**src/rtl/adder_pkg.sv**
```systemverilog
// rtl/adder_pkg.sv - shared types and elaboration helpers for the multi-cycle ripple adder
package adder_pkg;

   typedef enum logic {
      IDLE = 1'b0,
      RUN  = 1'b1
   } state_t;

   // Counter must hold 0..ncyc-1, and is never narrower than one bit.
   function automatic int cnt_width(input int ncyc);
      return (ncyc <= 1) ? 1 : $clog2(ncyc);
   endfunction

   function automatic bit params_ok(input int width, input int chunk);
      return (width >= 1) && (chunk >= 1) && (chunk <= width) && ((width % chunk) == 0);
   endfunction

endpackage

```
**src/rtl/ripple_chunk_adder.sv**
```systemverilog
// rtl/ripple_chunk_adder.sv - combinational W-bit ripple of full adders
module ripple_chunk_adder #(
   parameter int W = 4
) (
   input  logic [W-1:0] a,
   input  logic [W-1:0] b,
   input  logic         cin,
   output logic [W-1:0] s,
   output logic         cout
);

   logic [W:0] c;

   assign c[0] = cin;

   for (genvar i = 0; i < W; i++) begin : g_fa
      assign s[i]   = a[i] ^ b[i] ^ c[i];
      assign c[i+1] = (a[i] & b[i]) | (c[i] & (a[i] ^ b[i]));
   end

   assign cout = c[W];

endmodule

```
**src/rtl/ripple_adder_multicycle.sv**
```systemverilog
// rtl/ripple_adder_multicycle.sv - sequential adder, CHUNK bits per clock with registered ripple carry
module ripple_adder_multicycle
   import adder_pkg::*;
#(
   parameter int WIDTH = 16,
   parameter int CHUNK = 4
) (
   input  logic             clk,
   input  logic             rst,
   input  logic             start,
   input  logic [WIDTH-1:0] a,
   input  logic [WIDTH-1:0] b,
   input  logic             carry_in,
   output logic             busy,
   output logic             done,
   output logic [WIDTH-1:0] sum,
   output logic             carry_out,
   output logic             overflow
);

   localparam int NCYC = WIDTH / CHUNK;
   localparam int CW   = cnt_width(NCYC);
   localparam logic [CW-1:0] LAST = CW'(NCYC - 1);

   if (!params_ok(WIDTH, CHUNK)) begin : g_bad_params
      $error("ripple_adder_multicycle: illegal WIDTH/CHUNK combination");
   end

   state_t           state;
   state_t           state_next;
   logic [CW-1:0]    cnt;
   logic             carry_q;
   logic [WIDTH-1:0] a_q;
   logic [WIDTH-1:0] b_q;
   logic [WIDTH-1:0] shadow;
   logic [WIDTH-1:0] shadow_next;
   logic [CHUNK-1:0] a_chunk;
   logic [CHUNK-1:0] b_chunk;
   logic [CHUNK-1:0] s_chunk;
   logic             c_chunk;
   logic             accept;
   logic             step;
   logic             last;
   int               idx;

   always_comb begin
      idx         = int'(cnt) * CHUNK;
      a_chunk     = a_q[idx +: CHUNK];
      b_chunk     = b_q[idx +: CHUNK];
      shadow_next = shadow;
      shadow_next[idx +: CHUNK] = s_chunk;
   end

   ripple_chunk_adder #(.W(CHUNK)) u_chunk (
      .a    (a_chunk),
      .b    (b_chunk),
      .cin  (carry_q),
      .s    (s_chunk),
      .cout (c_chunk)
   );

   always_ff @(posedge clk or posedge rst) begin
      if (rst) state <= IDLE;
      else     state <= state_next;
   end

   always_comb begin
      state_next = state;
      accept     = 1'b0;
      step       = 1'b0;
      last       = 1'b0;
      case (state)
         IDLE: begin
            if (start) begin
               accept     = 1'b1;
               state_next = RUN;
            end
         end
         RUN: begin
            step = 1'b1;
            if (cnt == LAST) begin
               last       = 1'b1;
               state_next = IDLE;
            end
         end
         default: state_next = IDLE;
      endcase
   end

   // Outputs only change on the final chunk; intermediate chunks live in shadow.
   always_ff @(posedge clk or posedge rst) begin
      if (rst) begin
         cnt       <= '0;
         carry_q   <= 1'b0;
         a_q       <= '0;
         b_q       <= '0;
         shadow    <= '0;
         sum       <= '0;
         carry_out <= 1'b0;
         overflow  <= 1'b0;
         done      <= 1'b0;
      end else begin
         done <= 1'b0;
         if (accept) begin
            a_q     <= a;
            b_q     <= b;
            carry_q <= carry_in;
            cnt     <= '0;
         end
         if (step) begin
            shadow  <= shadow_next;
            carry_q <= c_chunk;
            cnt     <= last ? '0 : cnt + CW'(1);
         end
         if (last) begin
            sum       <= shadow_next;
            carry_out <= c_chunk;
            overflow  <= (a_q[WIDTH-1] == b_q[WIDTH-1]) && (shadow_next[WIDTH-1] != a_q[WIDTH-1]);
            done      <= 1'b1;
         end
      end
   end

   assign busy = (state == RUN);

endmodule

```
**config.mk**
```make
export PLATFORM = sky130hd
export DESIGN_NAME = ripple_adder_multicycle
export DESIGN_NICKNAME = d
export VERILOG_FILES = /design/src/rtl/adder_pkg.sv /design/src/rtl/ripple_chunk_adder.sv /design/src/rtl/ripple_adder_multicycle.sv
export SDC_FILE = /design/constraint.sdc
export NUM_CORES = 1
export LEC_CHECK = 0
export CORE_MARGIN = 1.5
export CORE_UTILIZATION = 35
export CTS_CLUSTER_DIAMETER = 30
export DETAILED_ROUTE_END_ITERATION = 6
export GPL_TIMING_DRIVEN = 0
export PLACE_DENSITY_LB_ADDON = 0.3
export SETUP_SLACK_MARGIN = 0.3
export SKIP_LAST_GASP = 1
export SYNTH_ARGS = -nofsm -noshare
export SYNTH_HDL_FRONTEND = slang
export SYNTH_SLANG_ARGS = --single-unit
```
**constraint.sdc**
```tcl
create_clock -name clk -period 3.8 [get_ports clk]
set_clock_uncertainty 0.15 [all_clocks]
set_input_delay 0.95 -clock clk [delete_from_list [all_inputs] [get_ports clk]]
set_output_delay 0.95 -clock clk [all_outputs]
set_load 0.01 [all_outputs]
```
==> reports/results.tsv <==
stage	metric	value	unit
run_status	status	finished clean	
placed_design	routabilityCongestion	0.781	
setup_path	critPathTopFamily	adder cells	
die	core	8850	sq um
global_route	grt_max_degree	68	
min_path	hold_class	reg2reg	
global_route	grt_use_total	14.2	%
setup_path	path_class	reg2reg	
synthesis	yosys_warnings	0	
clocking	htreeDepth	3	
routing	drtAntennaViolNets	0	
routing	firstDrtPassIters	4	
setup_path	critPathLaunchType	flop	
pwr	vdd.ir_drop.worst	0.000376	V
global_route	overflow	0	
die	initial_core_util	36.7	%
synthesis	synth_nets	291	
synthesis	synth.largest_area_cell	dfrtp_1	
routing	drtIter0Drc	92	
timing	tightest_slew	0.834	ns
placed_design	place_hpwl	4630	microns
setup_path	arrival	3.41	ns
pwr	power_density	936	nW/um^2
setup_path	cp_cell_sequence	buf_4 > mux4_2 > inv_2 > fa_1 > inv_1 > fa_1 > inv_1 > fa_1 > inv_1 > fa_2 > and4bb_2 > mux2i_2 > o21ai_1	
setup_path	critPathRequiredTime	3.87	ns
clocking	cts_root_buf	clkbuf_8	
synthesis	ys.flop_type	dfrtp_1	
routing	vias_per_cell	4.89	
global_route	grt_pass1_vias	2164	
synthesis	async_flop_share	100	%
synthesis	synth_edf_count	0	
setup_path	worstSetupEndpointType	flop	
final_layout	nets	365	
final_layout	antenna_cells	0	
routing	post-route-drc-count	0	
placed_design	port_buffers	55	
clocking	hold_buffers	0	
routing	vias	2119	
timing	finalMaxSlewViolations	0	
min_path	hold_path_depth	2	
clocking	clock_sinks	67	
die	dieArea	9870	sq um
clocking	numCtsBuffers	9	
timing	setup_violations	0	
setup_path	cp_slowest_stage_delay	0.54	ns
global_route	gr-usage-met2	22.4	%
die	pin_count	56	
routing	wl_per_cell	15.1	microns
timing	fin_crit	3.35	ns
global_route	use_met1	19.2	%
global_route	antenna_found_initial	0	
synthesis	synthesis.area	3250	sq um
clocking	path_clk_slew	0.07	ns
die	die_width	99.3	microns
synthesis	synth_top_area_share	51.6	%
timing	fmax	299	MHz
die	rows	34	
final_layout	area_growth	29.2	%
synthesis	ys_top_cells_by_area	dfrtp_1 (52%), mux2_4 (13%), mux4_2 (4.2%)	
clocking	cts_tree	done	
synthesis	seq_area_frac_synth	51.6	%
timing	fin_crit_sh	88.1	%
synthesis	yosysMostFrequentCell	dfrtp_1	
setup_path	cp.depth	13	
timing	fin_tns_setup	0	ns
timing	rsz0062_at_grt	false	
timing	worst_slack	0.454	ns
clocking	clk_path_buf_depth	2	
setup_path	slowest_stage	fa_2	
synthesis	yosys-top-cells-count	dfrtp_1 (67), mux2_4 (29), nand2_1 (27), o21ai_0 (18), inv_1 (16)	
die	die-height	99.3	microns
timing	hold_viol	0	
synthesis	synth_cells	246	
synthesis	synth-seq-cells	67	
synthesis	syn_area_per_cell	13.2	sq um
final_layout	layout-drive-gt1-share	24.6	%
clocking	clock_latency	0.34	ns
timing	whs	0.326	ns
routing	wirelength	6540	microns
global_route	grt_pass1_wl	10900	microns
flow_run	drv_cap	0	
setup_path	crit_buf_inv	5	
setup_path	path_max_fanout	3	
setup_path	r2r_cells	13	
global_route	busiest_layer	met2	
placed_design	post-place-ws	-0.0185	ns
synthesis	synthDistinctLibCells	31	
global_route	grtUsageMet3	3.37	%
timing	slew_headroom	44.4	%
pwr	leakagePower	1.88	nW
==> stage by stage <==
stage          cell area, sq um  instances  power, W  util, %
2_1_floorplan              3250        246   0.00256        -
4_1_cts                    4150        428   0.00391     46.9
6_report                   4200        433   0.00393     47.4
3_5_place_dp               3940        409   0.00324     44.5
5_1_grt                    4200        433   0.00420     47.4
3_3_place_gp               3930        409   0.00322     44.5
==> worst paths after layout <==
kind	slack [ns]	end	start
max	0.45	overflow$_DFFE_PP0P_	cnt[0]$_DFFE_PP0P_
min	0.33	sum[2]$_DFFE_PP0P_	sum[2]$_DFFE_PP0P_
max reg2reg	0.45	overflow$_DFFE_PP0P_	cnt[0]$_DFFE_PP0P_
min reg2reg	0.33	sum[2]$_DFFE_PP0P_	sum[2]$_DFFE_PP0P_
max in group asynchronous	1.92	cnt[0]$_DFFE_PP0P_	rst
min in group asynchronous	0.96	a_q[10]$_DFFE_PP0P_	rst
==> kinds of logic after synthesis <==
family          after synthesis  share of synthesized area [%]
fa+ha+maj                     9                           4.39
simple gates                 53                           9.40
flops                        67                           51.6
buf+inv                      29                           4.74
mux                          43                           21.2
compound gates               45                           8.67
==> layer usage <==
| layer | up-vias | share of wire, % |
|---|---|---|
| met2 | 53 | 46 |
| met3 | 9 | 4.9 |
| li1 | 1009 | - |
| met5 | - | 0 |
| met1 | 1048 | 48 |
| met4 | 0 | 1.2 |
==> repair_timing <==
action                                  in CTS  in global routing
gates resized for setup                      3                  5
pin swaps                                    1                  0
endpoints found under the setup margin       2                  1
hold endpoints to repair                     0                  0
setup buffers                                3                  5
==> worst reg2reg max path: cells and delay by family, from the launching register on <==
kind                     cells  cell delay (ns)
flip-flops                   1             0.42
AND/OR/NAND/NOR              1             0.24
adder cells (fa/ha/maj)      4             1.22
buffers and inverters        5             0.39
multiplexers                 2             0.73
AO/OA/AOI/OAI                1             0.08
==> where the power goes <==
group | leakage [nW] | switching (W) | internal, W
sequential | 0.847 | 0.000175 | 0.00102
clock | 0.0947 | 0.000260 | 0.000322
combinational | 0.933 | 0.00106 | 0.00108
total | 1.88 | 0.00150 | 0.00243
==> layout make-up <==
cell class / instances / area [sq um]
Timing Repair Buffer: 63 / 611
Buffer: 13 / 103
Tap cell: 108 / 135
Clock inverter: 2 / 35.0
Inverter: 16 / 62.6
Clock buffer: 14 / 153
Sequential cell: 67 / 1680
Multi-Input combinational cell: 150 / 1420
Fill cell: 842 / 4650
==> cell usage in the layout (no fill, tap or decap), types with 9 or more instances in the layout <==
master and instances:
a21oi_1 12, buf_4 9, clkbuf_8 10, clkdlybuf4s50_1 55, dfrtp_1 66, inv_1 14, mux2_4 29, nand2_1 27
nor2b_1 14, o21ai_0 17
==> state kept, by name, summed over array words and instances (netlist names), 2 cells and up <==
register	count
a_q	16
sum	16
b_q	16
cnt	2
shadow	12
Power figures use the tool's default switching activity.
